File: src/rtl/priority_aging_slot.sv
// priority_aging_slot: one requester lane of the aging controller.
// A lane that keeps requesting without being granted gains one priority step every
// AGE_THRESHOLD waiting cycles. The boost saturates at the top priority level and is
// added to the static base priority with saturation, never wrapping around.
module priority_aging_slot #(
    parameter int unsigned PRIORITY_WIDTH = 2,
    parameter int unsigned AGE_THRESHOLD  = 4
) (
    input  logic                      clock,
    input  logic                      reset,
    input  logic                      request,
    input  logic                      grant,
    input  logic [PRIORITY_WIDTH-1:0] base_priority,
    output logic [PRIORITY_WIDTH-1:0] effective_priority,
    output logic                      starving
);

    // A threshold of 1 still needs a 1-bit counter that sits at 0 and always wraps.
    localparam int unsigned COUNT_WIDTH =
        (AGE_THRESHOLD > 1) ? $clog2(AGE_THRESHOLD) : 1;
    localparam logic [COUNT_WIDTH-1:0]    COUNT_LAST   = COUNT_WIDTH'(AGE_THRESHOLD - 1);
    localparam logic [PRIORITY_WIDTH-1:0] PRIORITY_MAX = '1;

    logic [COUNT_WIDTH-1:0]    count_q, count_d;
    logic [PRIORITY_WIDTH-1:0] boost_q, boost_d;
    logic                      waiting;
    logic [PRIORITY_WIDTH:0]   priority_sum;

    // Grant wins over a coincident threshold crossing because it removes the waiting state.
    assign waiting = request & ~grant;

    // Next-state for the wait counter and the saturating boost.
    always_comb begin
        count_d = count_q;
        boost_d = boost_q;
        if (!waiting) begin
            count_d = '0;
            boost_d = '0;
        end else if (count_q == COUNT_LAST) begin
            count_d = '0;
            if (boost_q != PRIORITY_MAX) begin
                boost_d = boost_q + PRIORITY_WIDTH'(1);
            end
        end else begin
            count_d = count_q + COUNT_WIDTH'(1);
        end
    end

    // Lane state; reset takes precedence over requests and grant.
    always_ff @(posedge clock) begin
        if (reset) begin
            count_q <= '0;
            boost_q <= '0;
        end else begin
            count_q <= count_d;
            boost_q <= boost_d;
        end
    end

    // One extra carry bit detects overflow so the result clamps instead of wrapping.
    assign priority_sum       = {1'b0, base_priority} + {1'b0, boost_q};
    assign effective_priority = priority_sum[PRIORITY_WIDTH] ? PRIORITY_MAX
                                                             : priority_sum[PRIORITY_WIDTH-1:0];
    assign starving           = (boost_q == PRIORITY_MAX);

endmodule

File: src/rtl/priority_aging_controller.sv
// priority_aging_controller: ages the static priorities of SIZE requesters so that a
// downstream dynamic priority arbiter cannot starve any of them. effective_priorities
// feeds the arbiter priorities input and the arbiter grant is fed back here.
module priority_aging_controller #(
    parameter int unsigned SIZE             = 4,
    parameter int unsigned PRIORITY_WIDTH   = $clog2(SIZE),
    parameter int unsigned PRIORITIES_WIDTH = PRIORITY_WIDTH * SIZE,
    parameter int unsigned AGE_THRESHOLD    = 4
) (
    input  logic                        clock,
    input  logic                        reset,
    input  logic [SIZE-1:0]             requests,
    input  logic [PRIORITIES_WIDTH-1:0] base_priorities,
    input  logic [SIZE-1:0]             grant,
    output logic [PRIORITIES_WIDTH-1:0] effective_priorities,
    output logic [SIZE-1:0]             starving
);

    // Lanes are fully independent; each owns its counter, boost and saturating adder.
    for (genvar i = 0; i < SIZE; i++) begin : g_slot
        priority_aging_slot #(
            .PRIORITY_WIDTH (PRIORITY_WIDTH),
            .AGE_THRESHOLD  (AGE_THRESHOLD)
        ) u_slot (
            .clock              (clock),
            .reset              (reset),
            .request            (requests[i]),
            .grant              (grant[i]),
            .base_priority      (base_priorities[i*PRIORITY_WIDTH +: PRIORITY_WIDTH]),
            .effective_priority (effective_priorities[i*PRIORITY_WIDTH +: PRIORITY_WIDTH]),
            .starving           (starving[i])
        );
    end

endmodule

File: config.mk
export PLATFORM = sky130hd
export DESIGN_NAME = priority_aging_controller
export DESIGN_NICKNAME = d
export VERILOG_FILES = /design/src/rtl/priority_aging_slot.sv /design/src/rtl/priority_aging_controller.sv
export SDC_FILE = /design/constraint.sdc
export NUM_CORES = 1
export LEC_CHECK = 0
export ABC_AREA = 0
export CAP_MARGIN = 40
export CORE_AREA = 2 2 48 50
export DETAILED_ROUTE_END_ITERATION = 7
export DIE_AREA = 0 0 50 52
export PLACE_DENSITY = 0.74
export SYNTH_ARGS = -nofsm -noshare
export SYNTH_HDL_FRONTEND = slang
export SYNTH_SLANG_ARGS = --single-unit
File: constraint.sdc
create_clock -name clock -period 2.91 [get_ports clock]
set_clock_uncertainty 0.1 [all_clocks]
set_input_delay 0.873 -clock clock [delete_from_list [all_inputs] [get_ports clock]]
set_output_delay 0.873 -clock clock [all_outputs]
set_load 0.01 [all_outputs]
==> results.tsv <==
metric	value	unit
outcome	completed	
chip width	50	um
1st-pass router iterations	2	
Crit. End Element	output pin	
Leak	0.000533	uW
Worst VDD drop	0.000240	V
Required @ worst endpoint	1.94	ns
# nets final	143	
Antenna Cells	0	
# hold bufs at CTS	0	
Seq/Total Area, Yosys	37.5	%
r2r setup slk	1.62	ns
global route overflow	0	
gr usage total	13.8	%
Die ar.	0.00260	mm2
TritonCTS clock tree	yes	
# clock sinks	16	
Routed Antenna Nets	0	
CTS max path bufs	2	
Clk pwr share	34.0	%
Cells after Synth	79	
routed vias	640	
crit path DAT	1.91	ns
pin count of the biggest net entering global routing	10	
share of the core filled with cells	59.5	%
post-route setup TNS	0	ns
final hold slack	0.333	ns
worst-path fanout max	1	
worst min path class	reg2reg	
post-synthesis cell area	853	um2
Switching Fraction	20.9	%
worst setup path class	in2out	
Worst-path clk slew	0.09	ns
Slew Limit Headroom	85.6	%
Initial DRC Count	1	
Internal Dissipation	337	uW
Die Ht	52	um
routability congestion estimate	0.719	
Total Power	426	uW
Rows	17	
CP Launch Type	primary input	
final WL	1490	um
Worst-Skew Late Latency	0.28	ns
combinational power share	13.6	%
non-filler cells in the finished layout	136	
share of layout cells above drive strength 1	31.5	%
IO Count	30	
post-layout min period	2.89	ns
Max-cap violations	0	
max-slew violations	0	
initial cell density of the core	40.5	%
most common cell after layout, fill and taps aside	dfxtp_1	
first-pass GRT wire length	2620	um
cell mode on critical path	buf_6	
vias per cell	4.71	
critical path cell sequence	buf_6 > ha_4 > fa_2 > or2_4 > buf_6	
vias in the first global route	633	
final setup violation count	0	
Root Buffer	clkbuf_4	
Tightest Pin Transition	0.215	ns
power per cell area	340	mW/mm2
initial antenna violation count	0	
Post-CTS Setup Bufs	0	
most frequent cells in the layout	16 x dfxtp_1, 13 x clkdlybuf4s50_1, 11 x nor2_1	
max incr delay on CP	0.44	ns
max frequency	347	MHz
Critical-path top delay cell	fa_2	
DRC	0	
P&R area growth vs syn	46.8	%
period utilisation layout	99.2	%
number of CTS-inserted buffers	3	
Routed WL per cell	10.9	um
Synth warnings	0	
RSZ-0062 raised after global routing	false	
Synth Register Bits	16	
Post-DP HPWL	1230	um
placed cells	132	
Post-Syn Area per Cell	10.8	um2
number of distinct library cells after synthesis	15	
Placeable Area	0.00211	mm2
htree depth	1	
final hold violation count	0	
Psw	89.0	uW
# port buffers	29	
sequential power share	52.4	%
Syn Nets	113	
-- flip-flops by register name, summed over array words and instances (netlist names) --
signal	flops
g_slot.u_slot.boost_q	8
g_slot.u_slot.count_q	8
-- critical path: cells and delay by family --
| kind | cells | cell delay [ns] |
|---|---|---|
| fa+ha+maj | 2 | 0.59 |
| simple gates | 1 | 0.23 |
| buf+inv | 2 | 0.22 |
-- routing by layer --
metal | routed length, um | up-vias | GRT usage, %
met4 | 42 | 0 | 9.72
met5 | 0 | - | 0
li1 | - | 317 | -
met3 | 102 | 5 | 4.60
met1 | 612 | 298 | 15.4
met2 | 732 | 20 | 22.1
-- power by group through the flow --
stage,combinational [uW],sequential [uW],clock [uW]
after floorplan,16.9,228,0
after global placement,54.0,228,0
after detailed placement,55.8,228,0
after CTS,58.4,223,151
after global routing,63.8,224,162
final,58.1,223,145
-- timing repair --
| item | 4_1_cts | 5_1_grt |
|---|---|---|
| pin swaps | 8 | 6 |
| gates resized for setup | 74 | 3 |
| setup endpoints to repair | 8 | 4 |
-- cell type report --
cell class	instances	area (um2)
Tap cell	28	35.0
Fill cell	181	853
Timing Repair Buffer	29	285
Sequential cell	16	320
Multi-Input combinational cell	59	576
Clock buffer	4	36.3
-- per-stage QoR --
stage / worst slack (ns) / area (um2)
final: 0.0244 / 1250
after global routing: 0.00565 / 1250
after CTS: -0.0135 / 1250
after detailed placement: -0.754 / 1150
after global placement: -0.726 / 1150
after floorplan: 0.146 / 853
-- Yosys cell counts, drive strengths merged --
cell | count | area, um2
mux2i | 4 | 40.0
xnor2 | 4 | 35.0
buf | 4 | 30.0
nor2 | 11 | 41.3
nor2b | 1 | 6.26
dfxtp | 16 | 320
nand2 | 3 | 11.3
or2 | 8 | 50.1
nor3b | 4 | 35.0
and2b | 3 | 22.5
fa | 4 | 80.1
ha | 12 | 150
nor3 | 4 | 20.0
or3b | 1 | 11.3
-- kinds of logic (layout without fill, tap and decap cells) --
kind of cell	Yosys count	count (layout)	synth area share, %
flops	16	16	37.5
fa+ha+maj	16	16	27.0
simple gates	35	35	23.2
buf+inv	4	33	3.52
mux	4	4	4.69
xor+xnor	4	4	4.11
-- final timing paths --
| path | startpoint | end | cells past startpoint |
|---|---|---|---|
| worst max-delay path | base_priorities[4] | effective_priorities[5] | 5 |
| worst min-delay path | g_slot[3].u_slot.count_q[0] | g_slot[3].u_slot.count_q[0] | 1 |
| worst max register to register | g_slot[0].u_slot.boost_q[0] | g_slot[0].u_slot.boost_q[1] | 4 |
| worst min register to register | g_slot[3].u_slot.count_q[0] | g_slot[3].u_slot.count_q[0] | 1 |
Note: power is estimated with default switching activity, not from simulation.
